[src/rtl/rsa_job_arbiter.sv]
`default_nettype none
// ============================================================================
// Module   : rsa_job_arbiter
// Purpose  : Round-robin sharing of one RSA exponentiation core between two
//            requesters. Latches the winner's operands, runs the core until
//            end-of-conversion, and returns the result with the owner ID over
//            a valid/ready response channel.
// Options  : RSA_ARB_TIMEOUT_EN - abort a RUN after TIMEOUT_CYCLES cycles
//            without core_eoc and flag the response with rsp_err.
// Revision : 1.0 - initial release
// ============================================================================
module rsa_job_arbiter #(
  parameter int WIDTH          = 8,
  parameter int TIMEOUT_CYCLES = 4095
) (
  input  logic             clk,
  input  logic             rstb,
  // requester 0
  input  logic             req0_valid,
  output logic             req0_ready,
  input  logic [WIDTH-1:0] req0_p,
  input  logic [WIDTH-1:0] req0_e,
  input  logic [WIDTH-1:0] req0_m,
  input  logic [WIDTH-1:0] req0_const,
  // requester 1
  input  logic             req1_valid,
  output logic             req1_ready,
  input  logic [WIDTH-1:0] req1_p,
  input  logic [WIDTH-1:0] req1_e,
  input  logic [WIDTH-1:0] req1_m,
  input  logic [WIDTH-1:0] req1_const,
  // response channel
  output logic             rsp_valid,
  input  logic             rsp_ready,
  output logic             rsp_id,
  output logic [WIDTH-1:0] rsp_c,
  output logic             rsp_err,
  output logic             busy,
  // RSA core side
  output logic             core_en,
  output logic [WIDTH-1:0] core_p,
  output logic [WIDTH-1:0] core_e,
  output logic [WIDTH-1:0] core_m,
  output logic [WIDTH-1:0] core_const,
  input  logic [WIDTH-1:0] core_c,
  input  logic             core_eoc
);

  typedef enum logic [1:0] {
    ST_IDLE = 2'd0,
    ST_RUN  = 2'd1,
    ST_RESP = 2'd2
  } state_t;

  state_t           r_state;
  logic             r_last_grant;
  logic             r_core_en;
  logic             r_rsp_valid;
  logic             r_rsp_id;
  logic [WIDTH-1:0] r_p;
  logic [WIDTH-1:0] r_e;
  logic [WIDTH-1:0] r_m;
  logic [WIDTH-1:0] r_const;
  logic [WIDTH-1:0] r_c;
  logic             w_grant0;
  logic             w_grant1;

  // Round-robin pick while idle: a lone requester wins, a tie goes to the
  // requester that did not win last time. Held low during reset.
  always_comb begin
    w_grant0 = 1'b0;
    w_grant1 = 1'b0;
    if (rstb && (r_state == ST_IDLE)) begin
      if (req0_valid && (!req1_valid || r_last_grant)) begin
        w_grant0 = 1'b1;
      end else if (req1_valid) begin
        w_grant1 = 1'b1;
      end
    end
  end

`ifdef RSA_ARB_TIMEOUT_EN
  localparam int CNT_W = (TIMEOUT_CYCLES < 2) ? 1 : $clog2(TIMEOUT_CYCLES);

  logic [CNT_W-1:0] r_run_cnt;
  logic             r_rsp_err;
  logic             w_timeout;

  // Last permitted RUN cycle: counter has already counted TIMEOUT_CYCLES-1
  assign w_timeout = (r_state == ST_RUN) &&
                     (r_run_cnt == CNT_W'(TIMEOUT_CYCLES - 1));

  // RUN-cycle counter, held at zero outside RUN so every job starts fresh
  always_ff @(posedge clk or negedge rstb) begin
    if (!rstb) begin
      r_run_cnt <= '0;
    end else if (r_state != ST_RUN) begin
      r_run_cnt <= '0;
    end else begin
      r_run_cnt <= r_run_cnt + CNT_W'(1);
    end
  end

  assign rsp_err = r_rsp_err;
`else
  logic w_unused_timeout;
  assign w_unused_timeout = (TIMEOUT_CYCLES != 0);
  assign rsp_err          = 1'b0;
`endif

  // Job sequencer: grant/latch in IDLE, run the core, hold the response
  always_ff @(posedge clk or negedge rstb) begin
    if (!rstb) begin
      r_state      <= ST_IDLE;
      r_last_grant <= 1'b1;
      r_core_en    <= 1'b0;
      r_rsp_valid  <= 1'b0;
      r_rsp_id     <= 1'b0;
      r_p          <= '0;
      r_e          <= '0;
      r_m          <= '0;
      r_const      <= '0;
      r_c          <= '0;
`ifdef RSA_ARB_TIMEOUT_EN
      r_rsp_err    <= 1'b0;
`endif
    end else begin
      case (r_state)
        ST_IDLE: begin
          if (w_grant0 || w_grant1) begin
            r_p          <= w_grant1 ? req1_p     : req0_p;
            r_e          <= w_grant1 ? req1_e     : req0_e;
            r_m          <= w_grant1 ? req1_m     : req0_m;
            r_const      <= w_grant1 ? req1_const : req0_const;
            r_rsp_id     <= w_grant1;
            r_last_grant <= w_grant1;
            r_core_en    <= 1'b1;
            r_state      <= ST_RUN;
          end
        end
        ST_RUN: begin
          // eoc takes priority over a coincident timeout
          if (core_eoc) begin
            r_c         <= core_c;
            r_core_en   <= 1'b0;
            r_rsp_valid <= 1'b1;
            r_state     <= ST_RESP;
`ifdef RSA_ARB_TIMEOUT_EN
            r_rsp_err   <= 1'b0;
          end else if (w_timeout) begin
            r_c         <= '0;
            r_core_en   <= 1'b0;
            r_rsp_valid <= 1'b1;
            r_rsp_err   <= 1'b1;
            r_state     <= ST_RESP;
`endif
          end
        end
        ST_RESP: begin
          if (rsp_ready) begin
            r_rsp_valid <= 1'b0;
            r_state     <= ST_IDLE;
`ifdef RSA_ARB_TIMEOUT_EN
            r_rsp_err   <= 1'b0;
`endif
          end
        end
        default: begin
          r_core_en   <= 1'b0;
          r_rsp_valid <= 1'b0;
          r_state     <= ST_IDLE;
        end
      endcase
    end
  end

  assign req0_ready = w_grant0;
  assign req1_ready = w_grant1;
  assign rsp_valid  = r_rsp_valid;
  assign rsp_id     = r_rsp_id;
  assign rsp_c      = r_c;
  assign busy       = (r_state != ST_IDLE);
  assign core_en    = r_core_en;
  assign core_p     = r_p;
  assign core_e     = r_e;
  assign core_m     = r_m;
  assign core_const = r_const;

endmodule
`default_nettype wire

[config.mk]
export PLATFORM = sky130hd
export DESIGN_NAME = rsa_job_arbiter
export DESIGN_NICKNAME = d
export VERILOG_FILES = /design/src/rtl/rsa_job_arbiter.sv
export SDC_FILE = /design/constraint.sdc
export NUM_CORES = 1
export LEC_CHECK = 0
export ABC_AREA = 1
export CAP_MARGIN = 0
export CORE_AREA = 2 2 84 86
export CTS_CLUSTER_SIZE = 12
export DETAILED_ROUTE_END_ITERATION = 10
export DIE_AREA = 0 0 86 88
export GPL_TIMING_DRIVEN = 0
export MAX_ROUTING_LAYER = met4
export PLACE_DENSITY = 0.71
export SLEW_MARGIN = 15
export SYNTH_ARGS = -nofsm -noshare
export SYNTH_HDL_FRONTEND = slang
export SYNTH_SLANG_ARGS = --single-unit
[constraint.sdc]
create_clock -name clk -period 1.42 [get_ports clk]
set_input_delay 0.142 -clock clk [delete_from_list [all_inputs] [get_ports clk]]
set_output_delay 0.142 -clock clk [all_outputs]
set_load 0.005 [all_outputs]
==> qor.csv <==
metric,value,unit
power.share.clock,17.0,%
cap_viol_max_count,0,
synthCells,240,
worst_ep_required_time,1.28,ns
floorplan.die.width,86,um
layout.area.seq,1154,um^2
num_vias,2194,
synth.net_count,318,
final_min_period_over_clock_period,106.3,%
cts-htree-levels,2,
max_slew_margin,32.23,%
post-synth-top-area-cell,dfrtp_1,
tritoncts_num_sinks,46,
die-area,7568,um^2
combined_area_of_the_multi_input_logic_cells,1137,um^2
failed_checks,negative setup slack,
die_y,88,um
grt_first_pass_wirelength,10560,um
rows,30,
diodes_inserted,0,
layout.cells.most_common,clkdlybuf4s50_1,
number_of_antenna_violations_at_the_first_check_in_global_routing,0,
numCtsBuffers,5,
placeableCoreArea,6644,um^2
outcome,"finished, violations left",
worstMarginPinSlew,1.013,ns
yosysUniqueCellTypes,23,
grt_setup_unrepaired,yes,
total_leakage_power,1.781,nW
globalRoute.totalOverflow,0,
combPwrFrac,50.9,%
power.switching,2.267,mW
finalClockSkew,0.009125,ns
num-nets-final,463,
worst_ir_drop_vdd,0.0008140,V
total_routing_resource_utilization_after_global_routing,18.29,%
power.switching_fraction,32.02,%
worstHoldPathType,in2async,
worstPathArrival,1.37,ns
timing.critical_path.fanout_max,3,
clock_path_buffers,2,
synthesis.area_per_instance,9.478,um^2
dp.final_hpwl,4711,um
fmaxAchievable,662.6,MHz
share_seq_of_total_power,32.1,%
post-route-cell-area,4192,um^2
clock_insertion_delay_worst_skew,0.30,ns
initial_core_util,34.24,%
tritoncts,done,
final_antenna_net_count,0,
min_period,1.509,ns
layout_common_cells,"clkdlybuf4s50_1 (118), dfrtp_1 (44), nand2_1 (42)",
wirelength,6830,um
finalSetupViolations,7,
critPathCaptureType,output pin,
postPlaceCellArea,3621,um^2
ys_warn_count,0,
intPower,4.812,mW
drt_iter0_markers,77,
power-per-cell-area,1689,nW/um^2
critPathKind,reg2out,
boundaryPins,125,
cts_root_buf,clkbuf_8,
drtPass1Iterations,5,
remaining_drc_errors,0,
worst_case_hold_slack,0.03603,ns
clkSlewWorstSetupHoldPaths,0.09,ns
grt_max_degree,24,
num-fill-cells,565,
first_global_vias,2258,
flow.area_growth_from_synthesis,84.27,%
numPortBuffers,123,
final_max_slew_viol_count,0,
synth.top_cells.by_area,"dfrtp_1 (50%), o21ai_2 (9.6%), nand2_1 (7.4%), a21oi_1 (6.6%), nor2_1 (5.3%)",
share_of_layout_cells_above_drive_strength_1,30.57,%
total_of_flip_flops_plus_latches_after_synthesis,46,
proportion_of_synthesized_chip_area_in_sequential_cells,50.66,%
gp_congestion,0.8096,
detail_route.vias_per_cell,4.708,
final.setup.worst_slack,-0.08910,ns
cell_area_after_synthesis,2275,um^2
yosysTopAreaCellShare,49.50,%
crit_path_start_kind,register,
final-hold-violation-count,0,
drt-wirelength-per-cell,14.66,um
-- worst max-delay path, cell delays in order (launching register included) --
cell and delay, ns:
dfstp_2 0.56, inv_2 0.05, a21boi_4 0.16, nor2_4 0.07, buf_6 0.12, buf_6 0.10
-- timing repair --
item	CTS	global route
endpoints found under the hold margin	22	0
cloned	0	2
setup endpoints to repair	35	38
gates resized for setup	46	46
buffers inserted	8	1
hold buffers	3	0
pin swaps	4	8
-- synthesized netlist by cell type --
library cell,n
mux2_2,8
nor2_4,3
o31ai_1,1
o21ai_0,6
clkbuf_8,1
nand2_1,45
dfrtp_1,45
o21ai_1,5
nand3_2,1
nor2_1,32
nand2_2,8
buf_6,5
o21ai_2,25
buf_8,1
inv_4,1
a21oi_1,30
buf_4,6
nand3_1,1
nor2_8,1
a21boi_1,1
dfstp_2,1
inv_1,12
conb_1,1
-- power groups by stage --
stage          sequential (mW)  combinational (mW)  clock, mW
2_1_floorplan             2.33                1.43          0
3_3_place_gp              2.28                3.15          0
3_5_place_dp              2.30                3.20          0
4_1_cts                   2.27                3.39       1.25
5_1_grt                   2.34                3.93       1.28
6_report                  2.27                3.61       1.20
-- final cells by class --
cell class                 instances  area share, %
buffer                            13          4.269
clock buffer                       6          1.970
clock inverter                     2          1.433
inverter                          13          1.522
multi-input combinational        168          27.13
sequential                        46          27.52
tap                               80          2.388
timing repair buffer             138          33.76
-- per-stage QoR --
step	total power [mW]	TNS [ns]	worst slack [ns]	std cells	utilization (%)
6_report	7.079	-0.1374	-0.08910	466	63.09
5_1_grt	7.557	-1.176	-0.1305	466	63.09
4_1_cts	6.906	-0.5197	-0.1216	463	59.59
3_5_place_dp	5.501	-14.47	-0.7721	444	54.50
3_3_place_gp	5.431	-135.42	-2.436	443	54.28
2_1_floorplan	3.760	0	0.09148	240	-
-- cells by family (layout without fill, tap and decap cells) --
family | count (synthesis) | in the layout | share of synthesized area [%]
AOI/OAI and AO/OA | 68 | 68 | 19.31
buffers and inverters | 26 | 172 | 7.975
DFF | 46 | 46 | 50.66
muxes | 8 | 8 | 3.961
other | 1 | 1 | 0.1649
and+or+nand+nor | 91 | 91 | 17.93
-- final timing paths --
kind                         startpoint       endpoint  slack, ns  depth (start not counted)
setup / recovery           r_last_grant     req1_ready      -0.09                          5
max in group asynchronous          rstb      core_m[2]       0.22                          2
setup reg to reg             r_state[0]  core_const[6]      -0.01                          8
hold reg to reg                  rsp_id         rsp_id       0.48                          2
hold / removal                     rstb      core_p[4]       0.04                          3
min in group clk                   rstb   r_last_grant       0.41                          7
-- state kept, by name, indices dropped and copies added, names as in the netlist --
signal / count
core_const: 8
core_e: 8
core_en: 1
core_m: 8
core_p: 8
r_last_grant: 1
r_state: 2
rsp_c: 8
rsp_id: 1
rsp_valid: 1
-- layer usage --
metal | up-vias | routed length [um] | track usage, %
met1 | 1024 | 2907 | 21.81
li1 | 1072 | - | -
met3 | 8 | 555 | 5.938
met5 | - | 0 | -
met4 | 0 | 77 | 3.896
met2 | 90 | 3289 | 30.37
No activity file was read; power rests on OpenSTA's default activity.
